### src/rtl/pvt_pkg.sv
// Shared definitions for the UART command receiver: command type codes,
// byte-level and command-level state encodings, the decoded command record
// and the default write-header timeout.
package pvt_pkg;

  localparam int TIMEOUT_CYCLES_DFLT = 64;

  localparam logic [2:0] CMD_WR_HDR = 3'd0;
  localparam logic [2:0] CMD_RD     = 3'd2;

  typedef enum logic [1:0] {
    BY_IDLE,
    BY_DATA,
    BY_STOP,
    BY_BREAK
  } byte_state_e;

  typedef enum logic {
    CM_EXP_HDR,
    CM_EXP_DATA
  } cmd_state_e;

  typedef struct packed {
    logic [2:0] typ;
    logic [4:0] addr;
    logic [7:0] wdata;
  } cmd_t;

endpackage

### src/rtl/pvt_uart_cmd_rx_if.sv
// Decoded-command handshake between the UART command receiver (master)
// and the downstream sensor wrapper (slave).
interface pvt_uart_cmd_rx_if;

  logic       cmd_valid;
  logic       cmd_ready;
  logic [2:0] cmd_type;
  logic [4:0] cmd_addr;
  logic [7:0] cmd_wdata;

  modport master (
    output cmd_valid,
    output cmd_type,
    output cmd_addr,
    output cmd_wdata,
    input  cmd_ready
  );

  modport slave (
    input  cmd_valid,
    input  cmd_type,
    input  cmd_addr,
    input  cmd_wdata,
    output cmd_ready
  );

endinterface

### src/rtl/pvt_uart_rx_byte.sv
// Byte receiver: one bit per clock, start bit low, 8 data bits MSB first,
// stop bit high. A good frame pulses o_byte_valid the cycle after the stop
// sample; a low stop bit pulses o_frame_err and parks in BREAK until the
// line is seen high again.
module pvt_uart_rx_byte
  import pvt_pkg::*;
(
  input  logic       clk,
  input  logic       rst,
  input  logic       i_rx,
  output logic       o_byte_valid,
  output logic [7:0] o_byte_data,
  output logic       o_frame_err,
  output logic       o_idle
);

  byte_state_e r_state;
  logic [2:0]  r_cnt;
  logic [7:0]  r_shift;
  logic        r_valid;
  logic        r_ferr;

  // Byte framing FSM: start detect, MSB-first shift, stop check, break hold
  always_ff @(posedge clk) begin
    if (rst) begin
      r_state <= BY_IDLE;
      r_cnt   <= 3'd0;
      r_shift <= 8'd0;
      r_valid <= 1'b0;
      r_ferr  <= 1'b0;
    end else begin
      r_valid <= 1'b0;
      r_ferr  <= 1'b0;
      case (r_state)
        BY_IDLE: begin
          if (!i_rx) begin
            r_state <= BY_DATA;
            r_cnt   <= 3'd7;
          end
        end
        BY_DATA: begin
          r_shift <= {r_shift[6:0], i_rx};
          if (r_cnt == 3'd0) r_state <= BY_STOP;
          else               r_cnt   <= r_cnt - 3'd1;
        end
        BY_STOP: begin
          if (i_rx) begin
            r_valid <= 1'b1;
            r_state <= BY_IDLE;
          end else begin
            r_ferr  <= 1'b1;
            r_state <= BY_BREAK;
          end
        end
        BY_BREAK: begin
          if (i_rx) r_state <= BY_IDLE;
        end
        default: r_state <= BY_IDLE;
      endcase
    end
  end

  // The shift register is frozen outside DATA, so it doubles as the byte output
  assign o_byte_valid = r_valid;
  assign o_byte_data  = r_shift;
  assign o_frame_err  = r_ferr;
  assign o_idle       = (r_state == BY_IDLE);

endmodule

### src/rtl/pvt_uart_cmd_rx.sv
// UART command receiver: turns one- or two-byte host commands into a
// valid/ready command stream. Header byte is {type[7:5], addr[4:0]};
// type 0 is a write header followed by one data byte, type 2 is a read.
// Optional build macro PVT_CMD_TIMEOUT_EN bounds the idle gap between a
// write header and its data byte to TIMEOUT_CYCLES.
module pvt_uart_cmd_rx
  import pvt_pkg::*;
#(
  parameter int TIMEOUT_CYCLES = TIMEOUT_CYCLES_DFLT
) (
  input  logic              clk,
  input  logic              rst,
  input  logic              rx,
  pvt_uart_cmd_rx_if.master cmd,
  output logic              frame_err,
  output logic              cmd_err,
  output logic              busy
);

  logic       w_byte_valid;
  logic       w_byte_ferr;
  logic       w_byte_idle;
  logic [7:0] w_byte_data;

  cmd_state_e r_cmd_st;
  logic [4:0] r_addr_lat;
  cmd_t       r_cmd;
  logic       r_valid;
  logic       r_ferr;
  logic       r_cerr;

  logic       w_done;
  logic       w_ill;
  logic       w_to;
  logic       w_accept;
  cmd_t       w_new;

  pvt_uart_rx_byte u_byte (
    .clk          (clk),
    .rst          (rst),
    .i_rx         (rx),
    .o_byte_valid (w_byte_valid),
    .o_byte_data  (w_byte_data),
    .o_frame_err  (w_byte_ferr),
    .o_idle       (w_byte_idle)
  );

  // Decode a received byte into a completed command or an illegal header
  always_comb begin
    w_done = 1'b0;
    w_ill  = 1'b0;
    w_new  = '0;
    if (w_byte_valid) begin
      if (r_cmd_st == CM_EXP_DATA) begin
        w_done      = 1'b1;
        w_new.typ   = CMD_WR_HDR;
        w_new.addr  = r_addr_lat;
        w_new.wdata = w_byte_data;
      end else if (w_byte_data[7:5] == CMD_RD) begin
        w_done     = 1'b1;
        w_new.typ  = CMD_RD;
        w_new.addr = w_byte_data[4:0];
      end else if (w_byte_data[7:5] != CMD_WR_HDR) begin
        w_ill = 1'b1;
      end
    end
  end

  // A finished command may load if the slot is empty or being drained now
  assign w_accept = !r_valid || cmd.cmd_ready;

`ifdef PVT_CMD_TIMEOUT_EN
  localparam int TW = $clog2(TIMEOUT_CYCLES + 1);

  logic [TW-1:0] r_to_cnt;
  logic          w_quiet;

  // A quiet cycle: waiting for write data, line idle, no start bit, no byte event
  assign w_quiet = (r_cmd_st == CM_EXP_DATA) && w_byte_idle && rx &&
                   !w_byte_valid && !w_byte_ferr;
  assign w_to    = w_quiet && (r_to_cnt == TW'(TIMEOUT_CYCLES - 1));

  // Count consecutive quiet cycles; any activity or expiry restarts the count
  always_ff @(posedge clk) begin
    if (rst)                  r_to_cnt <= '0;
    else if (!w_quiet || w_to) r_to_cnt <= '0;
    else                      r_to_cnt <= r_to_cnt + 1'b1;
  end
`else
  logic w_unused_to;

  assign w_to        = 1'b0;
  assign w_unused_to = (TIMEOUT_CYCLES != 0);
`endif

  // Command FSM plus output holding register with overrun detection
  always_ff @(posedge clk) begin
    if (rst) begin
      r_cmd_st   <= CM_EXP_HDR;
      r_addr_lat <= 5'd0;
      r_cmd      <= '0;
      r_valid    <= 1'b0;
      r_ferr     <= 1'b0;
      r_cerr     <= 1'b0;
    end else begin
      r_ferr <= w_byte_ferr;
      r_cerr <= w_ill || w_to || (w_done && !w_accept);
      if (w_done && w_accept) begin
        r_valid <= 1'b1;
        r_cmd   <= w_new;
      end else if (r_valid && cmd.cmd_ready) begin
        r_valid <= 1'b0;
      end
      case (r_cmd_st)
        CM_EXP_HDR: begin
          if (w_byte_valid && (w_byte_data[7:5] == CMD_WR_HDR)) begin
            r_cmd_st   <= CM_EXP_DATA;
            r_addr_lat <= w_byte_data[4:0];
          end
        end
        CM_EXP_DATA: begin
          if (w_byte_valid || w_byte_ferr || w_to) r_cmd_st <= CM_EXP_HDR;
        end
        default: r_cmd_st <= CM_EXP_HDR;
      endcase
    end
  end

  assign cmd.cmd_valid = r_valid;
  assign cmd.cmd_type  = r_cmd.typ;
  assign cmd.cmd_addr  = r_cmd.addr;
  assign cmd.cmd_wdata = r_cmd.wdata;
  assign frame_err     = r_ferr;
  assign cmd_err       = r_cerr;
  assign busy          = !w_byte_idle || (r_cmd_st == CM_EXP_DATA);

endmodule

### src/flat_wrapper.sv
// flat-port wrapper written by rule: the top's interface ports become plain ports
module pvt_uart_cmd_rx_flat import pvt_pkg::*;
#(
  parameter int TIMEOUT_CYCLES = TIMEOUT_CYCLES_DFLT
)
  (clk, rst, rx, frame_err, cmd_err, busy, cmd_cmd_valid, cmd_cmd_type, cmd_cmd_addr, cmd_cmd_wdata, cmd_cmd_ready);
  pvt_uart_cmd_rx_if cmd_i ();
  input  logic clk;
  input  logic rst;
  input  logic rx;
  output logic frame_err;
  output logic cmd_err;
  output logic busy;
  output wire logic [$bits(cmd_i.cmd_valid)-1:0] cmd_cmd_valid;
  output wire logic [$bits(cmd_i.cmd_type)-1:0] cmd_cmd_type;
  output wire logic [$bits(cmd_i.cmd_addr)-1:0] cmd_cmd_addr;
  output wire logic [$bits(cmd_i.cmd_wdata)-1:0] cmd_cmd_wdata;
  input wire logic [$bits(cmd_i.cmd_ready)-1:0] cmd_cmd_ready;
  assign cmd_cmd_valid = cmd_i.cmd_valid;
  assign cmd_cmd_type = cmd_i.cmd_type;
  assign cmd_cmd_addr = cmd_i.cmd_addr;
  assign cmd_cmd_wdata = cmd_i.cmd_wdata;
  assign cmd_i.cmd_ready = cmd_cmd_ready;
  pvt_uart_cmd_rx #(.TIMEOUT_CYCLES(TIMEOUT_CYCLES)) u_core (.clk(clk), .rst(rst), .rx(rx), .cmd(cmd_i), .frame_err(frame_err), .cmd_err(cmd_err), .busy(busy));
endmodule
### config.mk
export PLATFORM = sky130hd
export DESIGN_NAME = pvt_uart_cmd_rx_flat
export DESIGN_NICKNAME = d
export VERILOG_FILES = /design/src/rtl/pvt_pkg.sv /design/src/rtl/pvt_uart_cmd_rx_if.sv /design/src/rtl/pvt_uart_rx_byte.sv /design/src/rtl/pvt_uart_cmd_rx.sv /design/src/flat_wrapper.sv
export SDC_FILE = /design/constraint.sdc
export NUM_CORES = 1
export LEC_CHECK = 0
export CAP_MARGIN = 10
export CORE_AREA = 2 2 75 77
export DETAILED_ROUTE_END_ITERATION = 16
export DIE_AREA = 0 0 77 79
export PLACE_DENSITY_LB_ADDON = 0.08
export SETUP_SLACK_MARGIN = 0.15
export SYNTH_ARGS = -nofsm -noshare
export SYNTH_HDL_FRONTEND = slang
export SYNTH_HIERARCHICAL = 1
export SYNTH_SLANG_ARGS = --single-unit
### constraint.sdc
create_clock -name clk -period 1.97 [get_ports clk]
set_clock_uncertainty 0.1 [all_clocks]
set_input_delay 0.591 -clock clk [delete_from_list [all_inputs] [get_ports clk]]
set_output_delay 0.591 -clock clk [all_outputs]
set_load 0.005 [all_outputs]
**Word level (Yosys, flattened, before mapping)**

Cells that the tools add are included.

- Muxes and demuxes: 26
- Equal/unequal tests: 8
- Reductions and logical operators: 21
- Bitwise logic cells: 2
- Add/subtract/negate cells: 1

Operators by type and width:

| cell | count |
|---|---|
| 16-bit 2-to-1 mux | 1 |
| 8-bit 2-to-1 mux | 2 |
| 1-bit 2-to-1 mux | 13 |
| 2-bit 2-to-1 mux | 4 |
| 2-bit inequality test (second input constant) | 4 |
| 2-bit one-hot mux with 4 select lines | 1 |
| 7-bit 2-to-1 mux | 1 |
| 3-bit logical NOT | 2 |
| 3-bit 2-to-1 mux | 2 |
| 3-bit one-hot mux with 2 select lines | 1 |
| 3-bit AND reduction | 2 |
| 2-bit equality test (second input constant) | 2 |
| 1-bit logical AND | 4 |
| 1-bit logical OR | 4 |
| 2-bit nonzero test | 2 |
| 3-bit by 2-bit equality test with 1-bit output (second input constant) | 1 |
| 1-bit logical NOT | 3 |
| 3-bit nonzero test | 1 |
| 3-bit by 1-bit subtractor with 3-bit output (second input constant) | 1 |
| 2-bit by 1-bit equality test with 1-bit output (second input constant) | 1 |
| 2-bit logical NOT | 1 |
| 1-bit inverter | 2 |
| 1-bit one-hot mux with 2 select lines | 1 |
| 2-bit AND reduction | 1 |
| 2-bit OR reduction | 1 |

- Word-level logic and storage cells: 71
- Input bits: 4
- Register bits: 40
- Output and inout port bits: 20

**Logic depth before layout (Yosys ltp)**

- Depth in word-level cells: 6
- Depth in mapped cells: 6
- Mapped depth without buffers: 6

**Cells and area by module**

Netlist, hierarchy kept.

By module, submodules not included:

| module | times used | sequential area each (um^2) | area an instance (um^2) | cells each |
|---|---|---|---|---|
| pvt_uart_cmd_rx | 1 | 460.4 | 1077.3 | 122 |
| pvt_uart_rx_byte | 1 | 300.3 | 588.1 | 68 |

**Worst setup path before layout**

OpenSTA, ideal clock, no wires.

- Path kind: register -> output
- Start: reg u_core.r_cmd_st
- End: out busy
- Required time: 1.279 ns
- Cell stages (with the launch flop): 4
- Path slack: 0.262 ns
- Data arrival time: 1.017 ns
- Path buffers: 2
- Path through: dfxtp_1 buf_2 buf_1 nand2b_1

- Longest elaborated chain between the ends: 1

Ends and longest elaborated chain:

| item | RTL line | source |
|---|---|---|
| from (decl) | pvt_uart_cmd_rx.sv:25 | `cmd_state_e r_cmd_st;` |
| from (signal assigned) | pvt_uart_cmd_rx.sv:99 | `r_cmd_st <= CM_EXP_HDR;` |
| from (signal assigned) | pvt_uart_cmd_rx.sv:117 | `r_cmd_st <= CM_EXP_DATA;` |
| from (signal assigned) | pvt_uart_cmd_rx.sv:122 | `if (w_byte_valid \|\| w_byte_ferr \|\| w_to) r_cmd_st <= CM_EXP_HDR;` |
| 1-bit logical OR | pvt_uart_cmd_rx.sv:135 | `assign busy = !w_byte_idle \|\| (r_cmd_st == CM_EXP_DATA);` |
| to (decl) | flat_wrapper.sv:13 | `output logic busy;` |

No other way between the ends.

**Worst setup path after layout**

- Start: reg u_core.u_byte.r_state[0]
- End: out busy

- Longest elaborated chain between the ends: 3

Ends and longest elaborated chain:

| item | RTL line | source |
|---|---|---|
| from (decl) | pvt_uart_rx_byte.sv:17 | `byte_state_e r_state;` |
| from (signal assigned) | pvt_uart_rx_byte.sv:26 | `r_state <= BY_IDLE;` |
| from (signal assigned) | pvt_uart_rx_byte.sv:37 | `r_state <= BY_DATA;` |
| from (signal assigned) | pvt_uart_rx_byte.sv:43 | `if (r_cnt == 3'd0) r_state <= BY_STOP;` |
| 2-bit logical NOT | pvt_uart_rx_byte.sv:67 | `assign o_idle = (r_state == BY_IDLE);` |
| via u_core.w_byte_idle | pvt_uart_cmd_rx.sv:22 | `logic w_byte_idle;` |
| 1-bit logical NOT | pvt_uart_cmd_rx.sv:135 |  |
| 1-bit logical OR | pvt_uart_cmd_rx.sv:135 |  |

The timed path passes the listed nets, and every way through them passes these cells.

==> results.txt <==
Outcome: completed
Vias in the first global route: 1450
Global-route wire length before repair: 6886 µm
Global placement routability congestion: 0.7334
Top cells by area, synth: dfxtp_1 46%, a21oi_1 6.3%, nand2_1 5.9%, mux2i_1 4.8%, nand3_1 4.2%
Mapped Avg Cell Area: 8.765 µm²
Final Hold Fails: 0
Initial DRC Count: 54
Crit path kind: reg -> out
First-pass iteration count of the detailed router: 4
MaxCap Viol Count: 0
Row Count: 27
Post-synth EDFFs: 0
DR vias: 1406
Gate Count Post-Synth: 190
Setup ws final: 0.2250 ns
Cell taking the most area after synthesis: dfxtp_1
Distinct cells, synth: 40
Final ANT Viol Nets: 0
Die Wd: 77 µm
H-tree depth: 2
Max Freq: 573.1 MHz
Seq/Total Area, Yosys: 45.68%
CP max stage cell: dfxtp_4
Critical Path AT: 1.05 ns
Peak supply drop: 387.6 µV
DR vias/cell: 4.832
Placeable Area: 0.005338 mm²
Synth Register Bits: 38
Crit path required time: 1.28 ns
Worst setup EP type: output port
Share of cells above drive strength 1: 16.89%
CTS buffer count: 5
Asr flop ratio synth: 0%
Synth Warn #: 6
Worst skew pair latency: 0.29 ns
Worst path bufs/invs: 1
Crit-path max cell delay: 0.36 ns
Root buf cell: clkbuf_8
Final period util: 88.58%
Max-slew violations: 0
GRT Util Overall: 14.38%
Setup tns final: 0 ns
Post-layout min period: 1.745 ns
Worst-path clk slew: 0.07 ns
Die footprint: 0.006083 mm²
Drt wl/cell: 13.44 µm
Final core occ: 39.87%
Clk sink count: 38
Hold_buf cts: 0
Commonest non-fill, non-tap cell in the layout: dfxtp_1
Final #Nets: 224
Unrepaired setup endpoints after global routing: false
DRC viols: 0
Cell area power density: 743.4 mW/mm²
Top delay family on crit path: flip-flops
Antenna fix cells: 0
Die Y: 79 µm
HPWL after detailed placement: 2826 µm
CP Launch Type: flop
IO Port Bufs: 21
Largest net degree at the start of global routing: 26
Overflow after GRT: 0
Critical Path Fanout Max: 4
I/O pin cnt: 24
Synth Flop Type: dfxtp_1
Pleak: 0.8507 nW
Share of the synthesized area in the top cell type: 45.68%
Most frequent cells in the layout: 30 x dfxtp_1, 26 x nand2_1, 21 x a21oi_1
Wirelength, routed: 3911 µm
Clk buf depth: 2
Layout area overhead: 27.80%
Pre-CTS setup slack: -0.03089 ns
Netlist Area Pre-Place: 0.001665 mm²
Initial Utilization: 31.20%
Hold WC Path Type: reg -> reg
Cell Chain, Critical Path: nor2_4, nand2b_1, dlygate4sd2_1
Final setup violation count: 0
Initial antenna violation count: 0
CTS tree: built
## state kept, by name, indices dropped and copies added, names as in the netlist, 2 cells and up
name	flops
u_core/cmd.cmd_wdata	8
u_core/u_byte/o_byte_data	8
u_core/cmd.cmd_addr	5
u_core/r_addr_lat	5
u_core/u_byte/r_cnt	3
u_core/u_byte/r_state	2
## where the power goes
part	switching [W]	leakage [nW]	internal (W)
clock	0.000260	0.0524	0.000379
sequential	0.0000151	0.312	0.000784
combinational	0.0000793	0.486	0.0000646
total	0.000355	0.851	0.00123
## synth_stat cells (2+ instances only)
cell type  number
a211oi_1        2
a21oi_1        21
a221oi_1        2
a22oi_1         5
buf_2           2
buf_4           2
buf_6           2
clkbuf_1        5
dfxtp_1        38
ha_1            2
inv_1           6
mux2i_1         8
nand2_1        26
nand2b_1        3
nand3_1        14
nor2_1         10
nor2b_1         6
nor3b_1         2
o21ai_0         5
o311ai_0        5
or3b_2          5
## per-layer routing
layer / share of wire [%] / wire length, µm / global-route usage [%]
met1: 46 / 1794 / 17.83
met5: 0 / 0 / 0
met2: 49 / 1909 / 23.77
met3: 3.8 / 149 / 3.864
met4: 1.5 / 57 / 5.893
## worst register-to-register path: stages (launching register included)
cell     delay [ns]
dfxtp_1        0.32
buf_4          0.25
and2_1         0.30
o21a_1         0.21
buf_12         0.15
mux2i_1        0.20
## cells by family after synthesis
family	after synthesis	synth area share (%)
buffers and inverters	19	6.461
other	1	0.2252
AND/OR/NAND/NOR	77	24.34
adder cells (fa/ha/maj)	2	1.502
multiplexers	9	5.485
AO/OA/AOI/OAI	44	16.30
flip-flops	38	45.68
## repair_timing
item | CTS | global route
gates resized for setup | 29 | 3
buffers inserted | 0 | 1
endpoints found under the setup margin | 16 | 5
## metrics by stage
| step | cells | cell area (µm²) | hold WS (ns) | total power (W) |
|---|---|---|---|---|
| after CTS | 290 | 2116 | 0.3567 | 0.001610 |
| after detailed placement | 282 | 2004 | 0.3485 | 0.0009591 |
| after floorplan | 191 | 1669 | 0.3393 | 0.0009124 |
| after global placement | 282 | 2004 | 0.3442 | 0.0009532 |
| after global routing | 291 | 2128 | 0.3842 | 0.001673 |
| final | 291 | 2128 | 0.3539 | 0.001582 |
## final timing paths
check | start | end | slack (ns) | cells past startpoint
hold reg to reg | u_core/cmd.cmd_type[1] | u_core/cmd.cmd_type[1] | 0.35 | 2
setup / recovery | u_core/u_byte/r_state[0] | busy | 0.23 | 3
hold / removal | u_core/cmd.cmd_type[1] | u_core/cmd.cmd_type[1] | 0.35 | 2
setup reg to reg | u_core/r_cmd_st | u_core/cmd.cmd_wdata[2] | 0.35 | 5
## area by class of cell
| type | instances | area, µm² |
|---|---|---|
| clock inverters | 1 | 30.03 |
| well taps | 72 | 90.09 |
| inverters | 6 | 22.52 |
| multi-input cells | 134 | 808.3 |
| flip-flops and latches | 38 | 778.2 |
| clock buffers | 7 | 76.32 |
| repair buffers | 33 | 322.8 |
| fillers | 585 | 3209 |
Power figures use the tool's default switching activity.
